File: src/rtl/fifo_pkg.sv
// Shared helpers for the parametrised synchronous FIFO: derived widths and
// the elaboration-time legality test for the parameter set.
package fifo_pkg;

    // Pointer width; a natural binary wrap of this width is the modulo-DEPTH wrap.
    function automatic int ptr_width(input int depth);
        return (depth > 1) ? $clog2(depth) : 1;
    endfunction

    // Occupancy width, wide enough to hold DEPTH itself.
    function automatic int cnt_width(input int depth);
        return $clog2(depth) + 1;
    endfunction

    function automatic bit params_ok(input int data_w, input int depth,
                                     input int af_thresh, input int ae_thresh);
        return (data_w >= 1) && (depth >= 2) && ((depth & (depth - 1)) == 0) &&
               (af_thresh >= 1) && (af_thresh <= depth) &&
               (ae_thresh >= 0) && (ae_thresh < af_thresh);
    endfunction

endpackage

File: src/rtl/fifo_ram.sv
// Simple dual-port storage: synchronous write, registered read with enable.
// The read register is the FIFO's data output, so it alone carries a reset.
module fifo_ram
    import fifo_pkg::*;
#(
    parameter  int DATA_W = 8,
    parameter  int DEPTH  = 64,
    localparam int AW     = ptr_width(DEPTH)
) (
    input  logic              clk,
    input  logic              rst,
    input  logic              we,
    input  logic [AW-1:0]     waddr,
    input  logic [DATA_W-1:0] wdata,
    input  logic              re,
    input  logic [AW-1:0]     raddr,
    output logic [DATA_W-1:0] rdata
);

    logic [DATA_W-1:0] mem_r [DEPTH];
    logic [DATA_W-1:0] rdata_r;

    // Write port; contents are intentionally left unreset so this maps to block RAM.
    always_ff @(posedge clk) begin
        if (we) begin
            mem_r[waddr] <= wdata;
        end
    end

    // Registered read port; holds its value whenever no read is enabled.
    always_ff @(posedge clk) begin
        if (rst) begin
            rdata_r <= {DATA_W{1'b0}};
        end else if (re) begin
            rdata_r <= mem_r[raddr];
        end
    end

    assign rdata = rdata_r;

endmodule

File: src/rtl/sync_fifo_param.sv
// Single-clock parametrised FIFO with threshold flags, sticky error flags,
// synchronous flush and write-through-read when full.
module sync_fifo_param
    import fifo_pkg::*;
#(
    parameter  int DATA_W    = 8,
    parameter  int DEPTH     = 64,
    parameter  int AF_THRESH = 60,
    parameter  int AE_THRESH = 4,
    localparam int AW        = ptr_width(DEPTH),
    localparam int CW        = cnt_width(DEPTH)
) (
    input  logic              clk,
    input  logic              rst,
    input  logic              wr_en,
    input  logic [DATA_W-1:0] buf_in,
    input  logic              rd_en,
    output logic [DATA_W-1:0] buf_out,
    input  logic              flush,
    input  logic              err_clr,
    output logic              buf_empty,
    output logic              buf_full,
    output logic              almost_empty,
    output logic              almost_full,
    output logic              overflow,
    output logic              underflow,
    output logic [CW-1:0]     fifo_counter
);

    if (!params_ok(DATA_W, DEPTH, AF_THRESH, AE_THRESH)) begin : g_bad_params
        $error("sync_fifo_param: illegal DATA_W/DEPTH/AF_THRESH/AE_THRESH combination");
    end

    localparam logic [CW-1:0] CNT_ZERO = {CW{1'b0}};
    localparam logic [CW-1:0] CNT_ONE  = {{(CW-1){1'b0}}, 1'b1};
    localparam logic [CW-1:0] CNT_FULL = CW'(DEPTH);
    localparam logic [CW-1:0] CNT_AF   = CW'(AF_THRESH);
    localparam logic [CW-1:0] CNT_AE   = CW'(AE_THRESH);
    localparam logic [AW-1:0] PTR_ZERO = {AW{1'b0}};
    localparam logic [AW-1:0] PTR_ONE  = {{(AW-1){1'b0}}, 1'b1};

    logic [AW-1:0] wr_ptr_r, rd_ptr_r;
    logic [CW-1:0] count_r, count_nxt_s;
    logic          empty_r, full_r, ae_r, af_r, ovf_r, udf_r;
    logic          rd_acc_s, wr_acc_s, ram_we_s, ram_re_s, ovf_set_s, udf_set_s;

    // Accept decisions use the flags registered at the start of the cycle.
    always_comb begin
        rd_acc_s  = rd_en & ~empty_r;
        wr_acc_s  = wr_en & (~full_r | rd_acc_s);
        ram_we_s  = wr_acc_s & ~flush & ~rst;
        ram_re_s  = rd_acc_s & ~flush;
        ovf_set_s = wr_en & ~wr_acc_s & ~flush;
        udf_set_s = rd_en & ~rd_acc_s & ~flush;
        if (flush) begin
            count_nxt_s = CNT_ZERO;
        end else if (wr_acc_s && !rd_acc_s) begin
            count_nxt_s = count_r + CNT_ONE;
        end else if (rd_acc_s && !wr_acc_s) begin
            count_nxt_s = count_r - CNT_ONE;
        end else begin
            count_nxt_s = count_r;
        end
    end

    // Pointers, occupancy and status flags; flags come from the next count.
    always_ff @(posedge clk) begin
        if (rst) begin
            wr_ptr_r <= PTR_ZERO;
            rd_ptr_r <= PTR_ZERO;
            count_r  <= CNT_ZERO;
            empty_r  <= 1'b1;
            full_r   <= 1'b0;
            ae_r     <= 1'b1;
            af_r     <= 1'b0;
        end else begin
            if (flush) begin
                wr_ptr_r <= PTR_ZERO;
                rd_ptr_r <= PTR_ZERO;
            end else begin
                if (wr_acc_s) wr_ptr_r <= wr_ptr_r + PTR_ONE;
                if (rd_acc_s) rd_ptr_r <= rd_ptr_r + PTR_ONE;
            end
            count_r <= count_nxt_s;
            empty_r <= (count_nxt_s == CNT_ZERO);
            full_r  <= (count_nxt_s == CNT_FULL);
            ae_r    <= (count_nxt_s <= CNT_AE);
            af_r    <= (count_nxt_s >= CNT_AF);
        end
    end

    // Sticky error flags; a same-cycle clear beats a set.
    always_ff @(posedge clk) begin
        if (rst || err_clr) begin
            ovf_r <= 1'b0;
            udf_r <= 1'b0;
        end else begin
            if (ovf_set_s) ovf_r <= 1'b1;
            if (udf_set_s) udf_r <= 1'b1;
        end
    end

    fifo_ram #(
        .DATA_W (DATA_W),
        .DEPTH  (DEPTH)
    ) u_ram (
        .clk   (clk),
        .rst   (rst),
        .we    (ram_we_s),
        .waddr (wr_ptr_r),
        .wdata (buf_in),
        .re    (ram_re_s),
        .raddr (rd_ptr_r),
        .rdata (buf_out)
    );

    assign fifo_counter = count_r;
    assign buf_empty    = empty_r;
    assign buf_full     = full_r;
    assign almost_empty = ae_r;
    assign almost_full  = af_r;
    assign overflow     = ovf_r;
    assign underflow    = udf_r;

endmodule

File: config.mk
export PLATFORM = sky130hd
export DESIGN_NAME = sync_fifo_param
export DESIGN_NICKNAME = d
export VERILOG_FILES = /design/src/rtl/fifo_pkg.sv /design/src/rtl/fifo_ram.sv /design/src/rtl/sync_fifo_param.sv
export SDC_FILE = /design/constraint.sdc
export NUM_CORES = 1
export LEC_CHECK = 0
export BUFFER_PORTS_ARGS = -buffer_cell sky130_fd_sc_hd__buf_2
export CORE_MARGIN = 1.5
export CORE_UTILIZATION = 50
export CTS_CLUSTER_DIAMETER = 80
export DETAILED_ROUTE_END_ITERATION = 8
export PLACE_DENSITY_LB_ADDON = 0.08
export RECOVER_POWER = 25
export SLEW_MARGIN = 20
export SYNTH_ARGS = -nofsm -noshare
export SYNTH_HDL_FRONTEND = slang
export SYNTH_HIERARCHICAL = 1
export SYNTH_SLANG_ARGS = --single-unit
File: constraint.sdc
create_clock -name clk -period 3.31 [get_ports clk]
set_input_delay 0.4965 -clock clk [delete_from_list [all_inputs] [get_ports clk]]
set_output_delay 0.4965 -clock clk [all_outputs]
set_load 0.02 [all_outputs]
Yosys cells after proc, flatten, opt, wreduce, memory -nomap -nowiden
Memories as Yosys holds them, arrays and structs flattened. A register that Yosys moved wholly into a read port is not among the register bits.
Cells that the tools add are included.
Operators by class
  $add $sub $neg: 4
  multipliers: 0
  divide/modulo/power cells: 0
  order comparisons: 2
  eq/ne operators: 1
  shift operators: 0
  muxes and demuxes: 5
  bitwise logic cells: 16
  reductions and logical operators: 7
Operators with widths (count)
  $mux 7: 3
  $add 6x1->6 const B: 2
  $and 1x1->1: 9
  $add 7x1->7 const B: 1
  $eq 7x7->1 const B: 1
  $ge 7x6->1 const B: 1
  $le 7x3->1 const B: 1
  $logic_not 7->1: 1
  $sub 7x1->7 const B: 1
  $not 1->1: 6
  $logic_and 1x1->1: 2
  $logic_not 1->1: 2
  $mux 1: 2
  $reduce_or 2->1: 1
  $logic_or 1x1->1: 1
  $or 1x1->1: 1
Word-level totals
  register bits after elaboration: 25
  latch bits: 0
  memory bits (writable): 512
  memory bits (read-only): 0
  input bits: 14
  output and inout bits: 21
  memories: 1
Memories
  u_ram.mem_r: depth 64, width 8, rd ports 1, clocked after Yosys merged registers in 1, wr ports 1, RTL line fifo_ram.sv:20  | logic [DATA_W-1:0] mem_r [DEPTH];

Logic depth before layout (Yosys ltp)
  word-level depth: 10
  gate-level depth with buffers: 8
  depth with buffers taken out: 7

Modules after synthesis
Netlist, hierarchy kept.
By module, submodules not included
  fifo_ram: instances 1, cells an instance 1039, area each 20188.1 sq um, sequential area each 15534.9 sq um
  sync_fifo_param: instances 1, cells an instance 142, area each 1266.2 sq um, sequential area each 500.5 sq um

Least setup slack after synthesis
No wires, ideal clock.
  kind: reg2reg
  start: register empty_r, in the netlist buf_empty
  end: memory u_ram.mem_r[48][0], enable pin
  library setup time: 383 ps
  data arrival time: 2489 ps
  required time: 2927 ps
  slack: 437 ps
  stages on the path, launching flop included: 8
  path buffers: 1
  period minus slack after synthesis: 2873 ps
  cell sequence: dfxtp_1 nand2b_1 buf_4 a21boi_1 nor3b_1 nor2b_1 nand4b_1 nor3_1
On the way
  cells in the longest elaborated chain, start to end: 8
Ends and longest elaborated chain
  start, declared: RTL line sync_fifo_param.sv:44  | logic empty_r, full_r, ae_r, af_r, ovf_r, udf_r;
  start signal, assigned: RTL line sync_fifo_param.sv:85  | empty_r <= (count_nxt_s == CNT_ZERO);
  $not 1->1: RTL line sync_fifo_param.sv:49  | rd_acc_s = rd_en & ~empty_r;
  $and 1x1->1: RTL line sync_fifo_param.sv:49
  $or 1x1->1: RTL line sync_fifo_param.sv:50  | wr_acc_s = wr_en & (~full_r | rd_acc_s);
  $and 1x1->1: RTL line sync_fifo_param.sv:50
  $and 1x1->1 (2 in a row): RTL line sync_fifo_param.sv:51  | ram_we_s = wr_acc_s & ~flush & ~rst;
  net ram_we_s: RTL line sync_fifo_param.sv:45  | logic rd_acc_s, wr_acc_s, ram_we_s, ram_re_s, ovf_set_s, udf_set_s;
  $mux 1: RTL line fifo_ram.sv:25  | if (we) begin
  $mux 1 (not written as such): RTL line fifo_ram.sv:26  | mem_r[waddr] <= wdata;
  end, declared: RTL line fifo_ram.sv:20
The timed path passes the listed nets, and every way through them passes these cells.

Worst setup path in the final report
  start: input port buf_in[7]
  end: memory u_ram.mem_r[51][7], data pin
RTL lines
  start, declared: RTL line sync_fifo_param.sv:16  | input logic [DATA_W-1:0] buf_in,
Straight into the memory's write port.

==> impl_results.md <==
- Worst-Skew Late Latency: around 0.60 ns
- FP Rows: 75
- Final hold viol count: 0
- Arrival time at the worst endpoint: 2.91 ns
- Mapped Area: 21,500 µm²
- Root Buffer: clkbuf_16
- Kind of critical path: in2reg
- Unrepaired setup endpoints after global routing: no
- Failing checks: capacitance limit, slew limit
- PwrDens: ~570 nW/µm²
- VDD IR-drop max: 0.409 mV
- HP Class: in2reg
- CTS tree: done
- Postcts setup bufs: 0
- Final wirelength: around 49 mm
- Via count: 11.1k
- Comb pwr share: 0.022
- Max-slew headroom: -1.16
- Synth warn: 6
- Total power: 0.0141 W
- Hold_sp: err_clr
- Core area: 42,100 µm²
- # nets final: 1,305
- Area after DPL: 22,700 µm²
- Register bit total from synthesis: 545
- Worst path cell trace: buf_2 -> clkbuf_1
- Post-layout minimum cycle time: 2.98 ns
- Drc violations: 0
- Synth Area in XOR/XNOR: 0.00531
- Largest stage delay, worst path: between 2 and 2.5 ns
- Setup TNS Final: 0 ns
- Commonest non-fill, non-tap cell in the layout: edfxtp_1
- Least-Margin Pin Slew: 3.24 ns
- Critical path launch point type: input port
- Hold endpoint: underflow$_SDFFE_PP0P_
- Design area: 24,500 µm²
- TritonCTS buffer count: 54
- Grt peak-use layer: met2
- Grt met3 use: 0.0341
- Area added between synthesis and finish: 14.0%
- Clk sinks: between 500 and 600
- Die span in y: roughly 210 µm
- Synth unique cells: 59
- Die width: 210 µm
- Leak Pwr: 7.58 nW
- Fmax: 0.336 GHz
- Maximum buffer depth of the clock tree: 3
- Count of final setup violators: 0
- Synth Area in Compound Gates: 0.0437
- Per-cell routed wire length: 26.4 µm
- Reg-to-Reg Start: buf_empty$_SDFF_PP1_
- DRT iter0 DRCs: 996
- Pre-CTS WS: between 0.2 and 0.25 ns
- First-pass GRT wire length: 72.2 mm
- Global-route met1 utilization: 0.331
- Met2 usage: 0.353
- Post-route ant nets: 0
- Final Max Tran Viols: ~200
- # IOs: 35
- Post-detail-place hpwl: 30.5 mm
- Initial antenna violation count: 0
- Resize count post-CTS: 0
- Antenna diode count: 0
- Sw power: 0.00277 W
- Gp weighted congestion: 0.811
- Reg clk slew, reported paths: 0.06 ns
- Largest family of logic cells by synthesized area: multiplexers
- Critical path's slowest cell: clkbuf_1
- Internal power: 0.0113 W
- CP bufs+invs: 2
- Clock share of power: 0.440
- Sw Share: 0.197
- Count of TritonRoute iterations in the first routing pass: 6
- Vias in the first global route: 11.0k
- Post-synth EDFFs: between 500 and 600
- Post-synthesis sequential area ratio: 0.747
- FF-to-FF path depth: 7
- Async set-reset flop share out of synthesis: 0
- Seq pwr share: 0.538
- Setup Skew: 0.0179 ns
- Commonest cells after routing, fill and taps aside: edfxtp_1 (512), mux2i_1 (131), a22oi_1 (96)
- I/O Buffers: 34
- Maxcap violations: 4
- Largest net degree at the start of global routing: 65
- Reg2reg setup slack: slightly above 0.4 ns
- Worst setup margin: ~0.33 ns
- Post-Syn Nets: between 1k and 1.5k
- Synth Flop Type: edfxtp_1
- Grt ovf: 0
- CP Capture Type: flop
- Layout cell share with drive strength beyond 1: 0.201
- Status: finished with violations
- CP delay by family, top: buffers and inverters
- Synth Area in Adders: 0.00233
- CP required: roughly 3.2 ns
- H-tree Lvls: 2
- Vias per cell: 5.95
- Simple-gate share of the synthesized area: 0.0532
- Mapped Cells: roughly 1.2k
- Reg-to-Reg End: u_ram/mem_r[36][4]$_DFFE_PP_
- Multiplexer share of the synthesized area: 0.130
- GR Util All Layers: 0.227
- Hold Path Cell Cnt: 2
- Syn Area/Cell: between 15 and 20 µm²
- Crit Path Max Fanout: 64
- Initial Util: 0.509
- Hold buffer count at CTS: 0
- Fin crit share: 0.900
- Die area: approximately 44,000 µm²
-- stage by stage --
stage	hold slack, ns	std cells	util
6_report	0.0977	1869	0.581
5_1_grt	0.0792	1869	0.581
4_1_cts	0.0587	1869	0.581
3_5_place_dp	0.512	1770	0.539
3_3_place_gp	0.497	1770	0.539
2_1_floorplan	0.477	1181	-
-- worst max-delay path by stage --
| stage | start | to | slack [ns] | cells past startpoint |
|---|---|---|---|---|
| after floorplan | buf_empty$_SDFF_PP1_ | u_ram/mem_r[48][0]$_DFFE_PP_ | 0.44 | 7 |
| after global placement | rd_en | u_ram/mem_r[0][7]$_DFFE_PP_ | 0.34 | 8 |
| after detailed placement | rd_en | u_ram/mem_r[8][7]$_DFFE_PP_ | 0.24 | 8 |
| after CTS | buf_empty$_SDFF_PP1_ | u_ram/mem_r[8][0]$_DFFE_PP_ | 0.40 | 7 |
| after global routing | buf_in[7] | u_ram/mem_r[50][7]$_DFFE_PP_ | 0.14 | 2 |
| final | buf_in[7] | u_ram/mem_r[51][7]$_DFFE_PP_ | 0.33 | 2 |
-- sequential cells by signal, indices dropped and copies added (netlist names) --
register,cells
buf_empty,1
wr_ptr_r,6
u_ram/rdata,8
fifo_counter,7
u_ram/mem_r,512
rd_ptr_r,6
almost_empty,1
underflow,1
almost_full,1
buf_full,1
overflow,1
-- cells in the mapped netlist (all sizes together) (4+ instances only) --
cell type | n | area [µm²]
nand3 | 41 | 210
buf | 42 | 261
clkbuf | 27 | 111
nor2b | 7 | 43.8
dfxtp | 33 | 661
nor2 | 96 | 363
nand4 | 21 | 131
inv | 5 | 18.8
mux2i | 131 | 1310
mux4 | 64 | 1470
nand2b | 4 | 25.0
nor3 | 6 | 30.0
nor3b | 12 | 90.1
and3 | 4 | 26.3
a22oi | 96 | 721
edfxtp | 512 | 15400
xor2 | 8 | 70.1
ha | 4 | 50.1
a221o | 8 | 80.1
xnor2 | 5 | 43.8
nand2 | 16 | 60.1
-- cells by family after synthesis --
kind of cell	Yosys count
xor+xnor	13
fa+ha+maj	4
compound gates	122
simple gates	228
buf+inv	74
mux	195
flops	545
-- cell type report --
class,count,area [µm²]
well taps,539,674
inverters,5,18.8
clock buffers,63,1410
multi-input cells,562,5040
fillers,3172,17700
flip-flops and latches,545,16000
repair buffers,119,888
clock inverters,36,390
-- layer usage --
metal / up-vias / share of wire
li1: 4986 / -
met1: 5737 / 0.44
met2: 321 / 0.47
met3: 79 / 0.057
met4: 0 / 0.028
met5: - / 0
-- power groups by stage --
stage	Sequential [W]	Combinational, W	Clock (W)
3_5_place_dp	0.00771	0.000315	0
5_1_grt	0.00757	0.000329	0.00656
4_1_cts	0.00756	0.000316	0.00630
6_report	0.00757	0.000305	0.00618
2_1_floorplan	0.00771	0.000124	0
3_3_place_gp	0.00771	0.000311	0
No activity file was read; power rests on OpenSTA's default activity.
